--- config.mk ---
export PLATFORM = sky130hd
export DESIGN_NAME = timer_dev
export DESIGN_NICKNAME = d
export VERILOG_FILES = /design/src/rtl/timer_dev.sv
export SDC_FILE = /design/constraint.sdc
export NUM_CORES = 1
export LEC_CHECK = 0
export CORE_MARGIN = 2
export CORE_UTILIZATION = 47
export DETAILED_ROUTE_END_ITERATION = 10
export PLACE_DENSITY_LB_ADDON = 0.12
export RECOVER_POWER = 100
export REMOVE_ABC_BUFFERS = 1
export SYNTH_ARGS = -nofsm -noshare
export SYNTH_HDL_FRONTEND = slang
export SYNTH_SLANG_ARGS = --single-unit
--- constraint.sdc ---
create_clock -name Clk -period 2.6 [get_ports Clk]
set_input_delay 0.65 -clock Clk [delete_from_list [all_inputs] [get_ports Clk]]
set_output_delay 0.65 -clock Clk [all_outputs]
set_load 0.02 [all_outputs]
--- src/rtl/timer_dev.sv ---
// timer_dev: memory-mapped countdown timer responding to the M-stage IO bus.
//
// Registers (word offset on Addr):
//   0 CTRL   [0] En, [2:1] Mode (01 auto-reload, else one-shot), [3] IM
//   1 PRESET reload value
//   2 COUNT  current count (read-only)
//   3 STATUS {31'b0, irq_flag}, write 1 to bit 0 clears the flag
//            (only with TIMER_IRQ_STATUS_EN defined; otherwise reads 0,
//            writes ignored)
//
// Ports:
//   Clk    system clock, all state changes on posedge
//   Reset  synchronous active-high reset
//   Sel    chip-select from the bridge address decode
//   WE     write strobe, effective write is Sel & WE
//   Addr   word offset (bus address bits [3:2])
//   Din    write data
//   Dout   combinational read data
//   IRQ    level interrupt request, irq_flag gated by CTRL.IM
//
// Optional feature macro: TIMER_IRQ_STATUS_EN
`timescale 1ns/1ps

module timer_dev #(
    parameter logic [31:0] RESET_PRESET = 32'd0
) (
    input  logic        Clk,
    input  logic        Reset,
    input  logic        Sel,
    input  logic        WE,
    input  logic [1:0]  Addr,
    input  logic [31:0] Din,
    output logic [31:0] Dout,
    output logic        IRQ
);

    localparam int unsigned DATA_W = 32;
    localparam int unsigned CTRL_W = 4;

    localparam logic [1:0] ADDR_CTRL   = 2'd0;
    localparam logic [1:0] ADDR_PRESET = 2'd1;
    localparam logic [1:0] ADDR_COUNT  = 2'd2;
    localparam logic [1:0] ADDR_STATUS = 2'd3;

    localparam logic [1:0] MODE_RELOAD = 2'b01;

    typedef enum logic [1:0] {
        ST_IDLE = 2'd0,
        ST_LOAD = 2'd1,
        ST_CNT  = 2'd2,
        ST_INT  = 2'd3
    } state_t;

    state_t              state;
    logic [CTRL_W-1:0]   ctrl;
    logic [DATA_W-1:0]   preset;
    logic [DATA_W-1:0]   count;
    logic                irq_flag;

    // Bus write decode
    logic wr;
    logic wr_ctrl;
    logic wr_preset;
    assign wr        = Sel & WE;
    assign wr_ctrl   = wr && (Addr == ADDR_CTRL);
    assign wr_preset = wr && (Addr == ADDR_PRESET);

`ifdef TIMER_IRQ_STATUS_EN
    logic wr_status_clr;
    assign wr_status_clr = wr && (Addr == ADDR_STATUS) && Din[0];
`endif

    logic ctrl_en;
    logic mode_reload;
    logic ctrl_im;
    assign ctrl_en     = ctrl[0];
    assign mode_reload = (ctrl[2:1] == MODE_RELOAD);
    assign ctrl_im     = ctrl[3];

    // Counter FSM plus register file; later assignments take priority,
    // so the order below encodes who wins on a same-cycle collision.
    always_ff @(posedge Clk) begin
        if (Reset) begin
            state    <= ST_IDLE;
            ctrl     <= '0;
            preset   <= RESET_PRESET;
            count    <= '0;
            irq_flag <= 1'b0;
        end else begin
`ifdef TIMER_IRQ_STATUS_EN
            // STATUS clear sits before the FSM so a same-cycle set wins.
            if (wr_status_clr) begin
                irq_flag <= 1'b0;
            end
`endif
            case (state)
                ST_IDLE: begin
                    if (ctrl_en) begin
                        state <= ST_LOAD;
                    end
                end
                ST_LOAD: begin
                    count <= preset;
                    state <= ST_CNT;
                end
                ST_CNT: begin
                    if (!ctrl_en) begin
                        state <= ST_IDLE;
                    end else if (count > DATA_W'(1)) begin
                        count <= count - DATA_W'(1);
                    end else begin
                        // Reaching 1 or starting at 0 both terminate; never wraps.
                        count    <= '0;
                        irq_flag <= 1'b1;
                        state    <= ST_INT;
                    end
                end
                ST_INT: begin
                    if (mode_reload) begin
                        // One-cycle pulse; IDLE then reloads since En stays set.
                        irq_flag <= 1'b0;
                    end else begin
                        ctrl[0] <= 1'b0;
                    end
                    state <= ST_IDLE;
                end
                default: begin
                    state <= ST_IDLE;
                end
            endcase

            // Bus writes last: they override the FSM on CTRL and irq_flag.
            if (wr_ctrl) begin
                ctrl     <= Din[CTRL_W-1:0];
                irq_flag <= 1'b0;
            end
            if (wr_preset) begin
                preset   <= Din;
                irq_flag <= 1'b0;
            end
        end
    end

    // Combinational read mux, independent of Sel/WE
    always_comb begin
        Dout = '0;
        case (Addr)
            ADDR_CTRL:   Dout = {(DATA_W-CTRL_W)'(0), ctrl};
            ADDR_PRESET: Dout = preset;
            ADDR_COUNT:  Dout = count;
            ADDR_STATUS: begin
`ifdef TIMER_IRQ_STATUS_EN
                Dout = {(DATA_W-1)'(0), irq_flag};
`else
                Dout = '0;
`endif
            end
            default:     Dout = '0;
        endcase
    end

    assign IRQ = irq_flag & ctrl_im;

endmodule

==> flow_summary.toml, run 1 <==
[synth]
yosysUniqueCellTypes = 56
yosys_warnings = 0
synth_area_leaders = "dfxtp_1 (34%), nand2_1 (11%), a21oi_1 (6.7%)"
netlist_instances = 551
synthFlopType = "dfxtp_1"
synth_commonest_cells = "nand2_1 (118), dfxtp_1 (71), a21oi_1 (55)"
synth_top_area_cell = "dfxtp_1"
yosysMostFrequentCell = "nand2_1"
avgSynthCellArea_sq_um = 7.48
synth_area_sq_mm = 0.00412
async_flop_share = 0
synth-edff-count = 0
synth_seq_area_share = 0.345
ys_ff_latch = 71
yosysTopAreaCellShare = 0.345

[setup_path]
cp.arrival_ps = 1780
critPathRequiredTime_ps = 1950
crit_path_max_fanout = 10
setup.worst_path.class = "input pin to output port"
endpoint_kind = "output port"
start_kind = "input pin"
reg2regPathDepth = 5

[global_routing]
antenna_found_initial = 0
grt_max_degree = 33
grt_overflow = 0
grt_pass1_wl_mm = 20.1
grt_pass1_vias = 4168
grtUsageTotal = 0.253

[min_path]
hp-class = "register to register"
min_path_cells = 2

[detailed_routing]
wl_per_cell_microns = 16.1
drtIter0Drc = 193
vias_per_cell = 6.02
dr_wl_met2_mm = 5.65
met3_wirelength_microns = 612
maxUsedRoutingLayer = "met4"
ant_nets = 0
wl_mm = 11.9
via_count = 4438
dr.pass1.iters = 5
drc = 0
met1_length_mm = 5.48

[sta]
slew_headroom = 0.548
final_hold_viol_count = 0
fin_worst_skew_ps = 9.63
fmax_mhz = 412
min_period_over_period = 0.934
fin_hold_ws_ps = 472
tightestPinTransition_ps = 678
slew_violations = 0
fin_crit_ps = 2430
setup_viol = 0
setup_slack_ps = 171
rsz0062_at_grt = "false"

[placement]
dp_slack_ps = -492
gp_congestion = 0.877
io_buffer_count = 70
hpwl_mm = 8.12
place_area_sq_mm = 0.00511
dp_cells = 719

[floorplanning]
num_rows = 34
core_area_sq_mm = 0.00859
die_h_microns = 97.6
initial_utilization = 0.479
dieArea_sq_mm = 0.00953
ios = 71
die_x_microns = 97.6

[clock_tree]
numCtsBuffers = 9
clock_latency_ps = 350
holdBufCountCts = 0
cts_sinks = 71
cts.htree.levels = 3
cts_tree = "yes"
cts-root-buf = "clkbuf_8"
clock_path_buffers = 2
path_clk_slew_ps = 70

[layout]
fin_nets = 664
area.growth.synth_to_final_pct = 23.9
stdcell_count = 737
design_area_sq_mm = 0.00510
antennaDiodeCount = 0
drive_gt1_frac = 0.111

[power]
power.total_mw = 2.19
p_per_area_mw_per_mm2 = 429
vdd_drop_max_uv = 232
p_leak_nw = 1.93

[outcome]
status = "complete, no violations"

[job]
drv_cap = 0
metal layers:
layer,vias up,GRT usage
met5,-,0
met4,0,0.0684
met3,17,0.0475
met2,128,0.413
met1,2126,0.344
li1,2167,-
placed cells by master (no fill, tap or decap), types with 3 or more instances in the layout:
cell type	n
clkbuf_1	33
o21a_1	3
a22o_1	29
clkdlybuf4s50_1	33
a31oi_1	15
nand2_1	118
o211ai_1	12
and3_1	3
nand4_1	6
a221oi_1	5
o31a_1	10
inv_1	5
mux2i_1	11
or4_1	5
o21ai_0	17
nand2b_1	4
nor4b_1	7
a22oi_1	3
nand3_1	22
buf_2	3
nand3b_1	4
dfxtp_1	71
nor2_1	26
or3_1	6
nor3_1	5
buf_4	35
clkbuf_8	11
nor4_1	11
clkinvlp_4	3
a21oi_1	55
a211oi_1	6
power breakdown:
group | switching [mW] | internal (mW) | leakage (nW)
Clock | 0.430 | 0.395 | 0.0873
Sequential | 0.0131 | 1.10 | 0.573
Combinational | 0.137 | 0.115 | 1.27
Total | 0.579 | 1.61 | 1.93
what timing repair did:
| item | 4_1_cts | 5_1_grt |
|---|---|---|
| cloned | 1 | 0 |
| buffers inserted | 2 | 0 |
| gates resized for setup | 126 | 20 |
| endpoints found under the setup margin | 32 | 25 |
state kept, by name, indices dropped and copies added (netlist names):
register	cells
preset	32
count	32
irq_flag	1
state	2
ctrl	4
worst max-delay path: stages:
cell,delay (ps)
dlygate4sd2_1,310
nor2b_4,260
buf_8,170
nand2_1,60
o21ai_0,70
clkbuf_1,260
stage by stage:
step                      TNS (ps)   util
after floorplan             -25970      -
after CTS                    -14.7  0.617
after global placement      -12990  0.595
final                            0  0.594
after global routing             0  0.594
after detailed placement    -14420  0.595
cell families after synthesis:
logic type | synth area share
and+or+nand+nor | 0.280
DFF | 0.345
muxes | 0.0295
buffers and inverters | 0.0550
xor gates and xnor gates | 0.00425
AOI/OAI and AO/OA | 0.280
adders and majority gates | 0.00607
area by class of cell:
type | count | area (sq um)
multi-input combinational | 422 | 2480
tap | 108 | 135
fill | 830 | 3490
timing repair buffer | 115 | 865
sequential | 71 | 1420
inverter | 5 | 18.8
clock buffer | 11 | 151
clock inverter | 5 | 32.5
final timing paths:
| path | startpoint | slack [ps] | endpoint |
|---|---|---|---|
| hold reg to reg | preset[6] | 470 | preset[6] |
| setup / recovery | Addr[0] | 170 | Dout[1] |
| setup reg to reg | count[16] | 190 | count[25] |
| hold / removal | preset[6] | 470 | preset[6] |
Power figures use the tool's default switching activity.
==> run 2: changes to the inputs <==
--- a/config.mk
+++ b/config.mk
@@ -5,6 +5,7 @@
 export SDC_FILE = /design/constraint.sdc
 export NUM_CORES = 1
 export LEC_CHECK = 0
+export ABC_AREA = 1
 export CORE_MARGIN = 2
 export CORE_UTILIZATION = 47
 export DETAILED_ROUTE_END_ITERATION = 10
==> flow_summary.toml, run 2 <==
[outcome]
status = "complete, no violations"

[clock_tree]
numCtsBuffers = 9
cts_sinks = 71
holdBufCountCts = 0
path_clk_slew_ps = 70
cts_tree = "yes"
cts-root-buf = "clkbuf_8"
cts.htree.levels = 3
clock_latency_ps = 350
clock_path_buffers = 2

[sta]
rsz0062_at_grt = "false"
setup_viol = 0
fin_crit_ps = 2530
fmax_mhz = 395
tightestPinTransition_ps = 738
fin_worst_skew_ps = 14.3
min_period_over_period = 0.973
slew_headroom = 0.506
final_hold_viol_count = 0
slew_violations = 0
fin_hold_ws_ps = 463

[setup_path]
cpPeakStageDelay_ps = 280
start_kind = "input pin"
cp_slowest_cell = "clkdlybuf4s15_2"
cp.arrival_ps = 1880
crit_path_max_fanout = 8
critPathRequiredTime_ps = 1950
cpMostUsedCell = "buf_6"
setup.worst_path.class = "input pin to output port"
endpoint_kind = "output port"
cp_cell_sequence = "dlygate4sd2_1 > buf_6 > nor2_4 > buf_12 > buf_6 > nand2_1 > o21ai_0 > clkdlybuf4s15_2"

[detailed_routing]
drc = 0
dr.pass1.iters = 5
vias_per_cell = 5.37
wl_per_cell_microns = 14.9
drtIter0Drc = 213
wl_mm = 12.1
ant_nets = 0
via_count = 4363

[synth]
synthFlopType = "dfxtp_1"
synth_area_leaders = "dfxtp_1 (33%), o21ai_0 (15%), nor2_1 (10%)"
yosys.area_share.adder = 0.00580
synth_simple_gate_area_frac = 0.312
netlist_instances = 629
synthMuxAreaShare = 0
yosysTopAreaCellShare = 0.330
synth_compound_area_frac = 0.239
synth_seq_area_share = 0.330
avgSynthCellArea_sq_um = 6.86
synth_area_sq_mm = 0.00431
synth_commonest_cells = "o21ai_0 (127), nor2_1 (115), nand2_1 (93)"
yosysMostFrequentCell = "o21ai_0"
synth-edff-count = 0
ys_ff_latch = 71
synthXorXnorAreaFrac = 0.0264
async_flop_share = 0
synth_top_area_cell = "dfxtp_1"
synth_top_family_by_area = "simple AND/OR/NAND/NOR gates"
yosys_warnings = 0
yosysUniqueCellTypes = 31

[power]
vdd_drop_max_uv = 292
p_per_area_mw_per_mm2 = 544
p_leak_nw = 2.22
power.total_mw = 2.85

[floorplanning]
core_area_sq_mm = 0.00881
num_rows = 34
ios = 71
initial_utilization = 0.490
die_h_microns = 99.8
die_x_microns = 99.8
dieArea_sq_mm = 0.00996

[layout]
fin_nets = 740
final_cell_mix = "o21ai_0 (127), nor2_1 (117), nand2_1 (102)"
drive_gt1_frac = 0.166
fill_cells = 895
post-route-util = 0.594
layout_commonest_cell = "o21ai_0"
top_regs = "count: 32 flops, preset: 32 flops, ctrl: 4 flops"
antennaDiodeCount = 0
area.growth.synth_to_final_pct = 21.4

[job]
drv_cap = 0

[placement]
hpwl_mm = 8.01
gp_congestion = 0.873
io_buffer_count = 70

[global_routing]
grtUsageTotal = 0.250
grt_pass1_wl_mm = 20.2
grt_max_degree = 70
antenna_found_initial = 0
grt_overflow = 0
grt_pass1_vias = 4213

[min_path]
hp-class = "register to register"
[run 2: critical path: cells and delay by family]
| kind | cells | cell delay, ps |
|---|---|---|
| and+or+nand+nor | 2 | 230 |
| buffers and inverters | 5 | 920 |
| AOI/OAI and AO/OA | 1 | 70 |
[run 2: final cells by class]
class | count | area [sq um] | area share
well taps | 108 | 135 | 0.0258
flip-flops and latches | 71 | 1420 | 0.272
inverters | 55 | 206 | 0.0394
clock inverters | 5 | 104 | 0.0198
multi-input cells | 473 | 2400 | 0.458
repair buffers | 90 | 817 | 0.156
clock buffers | 11 | 151 | 0.0289
[run 2: routing by layer]
layer  track usage  vias to the layer above  wire length (microns)
met5             0                        -                      0
met1         0.325                     2028                   5320
met4        0.0590                        0                     95
met2         0.429                      132                   5910
li1              -                     2194                      -
met3        0.0487                        9                    807
[run 2: kinds of logic (layout without fill, tap and decap cells)]
| logic type | after synthesis | after routing |
|---|---|---|
| AOI/OAI and AO/OA | 179 | 179 |
| adders and majority gates | 2 | 2 |
| xor gates and xnor gates | 13 | 13 |
| and+or+nand+nor | 279 | 279 |
| buffers and inverters | 85 | 161 |
| DFF | 71 | 71 |
[run 2: final timing paths]
path / start / to / slack [ps] / depth (start not counted)
worst max-delay path: Addr[1] / Dout[5] / 70 / 8
worst min-delay path: irq_flag / irq_flag / 460 / 2
worst max register to register: count[0] / count[20] / 230 / 9
worst min register to register: irq_flag / irq_flag / 460 / 2
[run 2: stage by stage]
step	setup TNS, ps	cell area [sq um]	setup WS (ps)	cells
2_1_floorplan	-18190	4150	-677	599
3_3_place_gp	-14570	5140	-499	793
3_5_place_dp	-14380	5140	-497	793
4_1_cts	0	5400	75.0	813
5_1_grt	0	5230	5.38	813
6_report	0	5230	71.4	813
[run 2: power breakdown]
part           switching, mW  internal [mW]
combinational          0.346          0.222
clock                  0.440          0.690
sequential            0.0314           1.12
total                  0.817           2.03
[run 2: repair_timing]
action                     in CTS  in global routing
gates resized for setup       151                  0
setup endpoints to repair      32                  0
buffers inserted                2                  0
==> run 3: changes to the inputs <==
--- a/config.mk
+++ b/config.mk
@@ -6,7 +6,6 @@
 export NUM_CORES = 1
 export LEC_CHECK = 0
 export ABC_AREA = 1
-export CORE_MARGIN = 2
 export CORE_UTILIZATION = 47
 export DETAILED_ROUTE_END_ITERATION = 10
 export PLACE_DENSITY_LB_ADDON = 0.12
==> flow_summary.toml, run 3 (same netlist as run 2, synthesis figures left out) <==
[outcome]
status = "complete, but fails checks"
violations = "design-rule violations"

[detailed_routing]
vias_per_cell = 5.32
wl_per_cell_microns = 14.5
via_count = 4327
wl_mm = 11.8
drtIter0Drc = 242
drc = 10
dr.pass1.iters = 8
ant_nets = 0

[floorplanning]
core_area_sq_mm = 0.00881
num_rows = 34
die_h_microns = 97.8
initial_utilization = 0.490
ios = 71
dieArea_sq_mm = 0.00956
die_x_microns = 97.8

[sta]
slew_violations = 0
fmax_mhz = 399
min_period_over_period = 0.964
tightestPinTransition_ps = 727
fin_crit_ps = 2510
final_hold_viol_count = 0
slew_headroom = 0.515
rsz0062_at_grt = "false"
fin_worst_skew_ps = 10.7
tns_ps = 0
setup_viol = 0

[power]
p_leak_nw = 2.11
vdd_drop_max_uv = 265
p_per_area_mw_per_mm2 = 513

[layout]
fill_cells = 874
antennaDiodeCount = 0
final_cell_mix = "o21ai_0 (126), nor2_1 (117), nand2_1 (98)"
area.growth.synth_to_final_pct = 17.8
design_area_sq_mm = 0.00508
multiInputGateArea_sq_mm = 0.00240
layout_commonest_cell = "o21ai_0"
drive_gt1_frac = 0.150
fin_nets = 740
final-seq-area_sq_mm = 0.00142
top_regs = "count: 32 flops, preset: 32 flops, ctrl: 4 flops"

[min_path]
hold_start = "irq_flag"
hp-class = "register to register"
hold_end = "irq_flag"
min_path_cells = 2

[clock_tree]
numCtsBuffers = 9
cts_tree = "yes"
cts_sinks = 71
clock_latency_ps = 370
cts.htree.levels = 3
path_clk_slew_ps = 70
cts-root-buf = "clkbuf_8"
clock_path_buffers = 2

[global_routing]
grt_pass1_wl_mm = 20.0
antenna_found_initial = 0
grt_pass1_vias = 4265
grt_max_degree = 40
grtUsageTotal = 0.260
grt_overflow = 0

[placement]
hpwl_mm = 8.24
io_buffer_count = 70
gp_congestion = 0.890
place_area_sq_mm = 0.00515

[job]
drv_cap = 0

[setup_path]
rrSetupSlack_ps = 280
start_kind = "input pin"
r2r_start = "count[0]"
endpoint_kind = "output port"
cp.arrival_ps = 1860
timing.rr.end = "count[28]"
critPathRequiredTime_ps = 1950
reg2regPathDepth = 10
setup.worst_path.class = "input pin to output port"
crit_path_max_fanout = 16
==> run 3: cell types whose count changed in the layout (fill, tap and decap cells not counted), moves of 3 or more <==
cell             delta
clkbuf_1           +14
nand3_1             +3
nand2_2             +3
nand2_1             -4
buf_2               -3
nand3_2             -3
clkdlybuf4s15_2     -8
==> run 3: stage by stage <==
step | utilization | setup WS [ps] | total power, mW | hold WS, ps | instances
after floorplan | - | -677 | 1.57 | 439 | 599
after global placement | 0.585 | -441 | 1.75 | 455 | 795
after detailed placement | 0.585 | -455 | 1.76 | 459 | 795
after CTS | 0.598 | 142 | 2.66 | 474 | 813
after global routing | 0.577 | 52.5 | 2.74 | 516 | 813
final | 0.577 | 93.4 | 2.61 | 471 | 813
==> run 3: layout make-up <==
type | instances | area share
multi-input combinational | 473 | 0.472
sequential | 71 | 0.280
timing repair buffer | 90 | 0.143
inverter | 55 | 0.0406
tap | 108 | 0.0266
clock buffer | 9 | 0.0244
clock inverter | 7 | 0.0145
==> run 3: how the worst max path moves through the flow <==
stage / start / endpoint / slack, ps / cells after the start
global placement: Addr[1] / Dout[13] / -440 / 7
finish: Addr[1] / Dout[31] / 90 / 7
CTS: Addr[1] / Dout[30] / 140 / 7
floorplan: Addr[0] / preset[8] / -680 / 7
global route: Addr[1] / Dout[31] / 50 / 7
detailed placement: Addr[1] / Dout[12] / -450 / 7
==> run 3: per-layer routing <==
layer,share of wire,vias to the layer above,track usage
met2,0.48,112,0.435
met3,0.053,14,0.0565
met5,0,-,0
met1,0.46,2007,0.329
met4,0.015,0,0.0909
li1,-,2194,-
==> run 3: worst max-delay path: stages <==
cell and delay [ps]:
dlygate4sd2_1 260, buf_6 130, nor2_4 130, bufbuf_16 320, nand2_1 50, o21ai_0 70
clkbuf_1 250
==> run 3: report_power, final <==
| group | leakage, nW | switching [mW] | internal (mW) | total, mW |
|---|---|---|---|---|
| clock network | 0.0992 | 0.459 | 0.444 | 0.903 |
| logic | 1.44 | 0.339 | 0.215 | 0.554 |
| registers | 0.576 | 0.0309 | 1.12 | 1.15 |
| total | 2.11 | 0.829 | 1.78 | 2.61 |
==> run 3: timing repair <==
item / 4_1_cts / 5_1_grt
buffers inserted: 1 / 0
setup endpoints to repair: 32 / 0
hold buffers: 0 / 0
resized for setup: 159 / 0
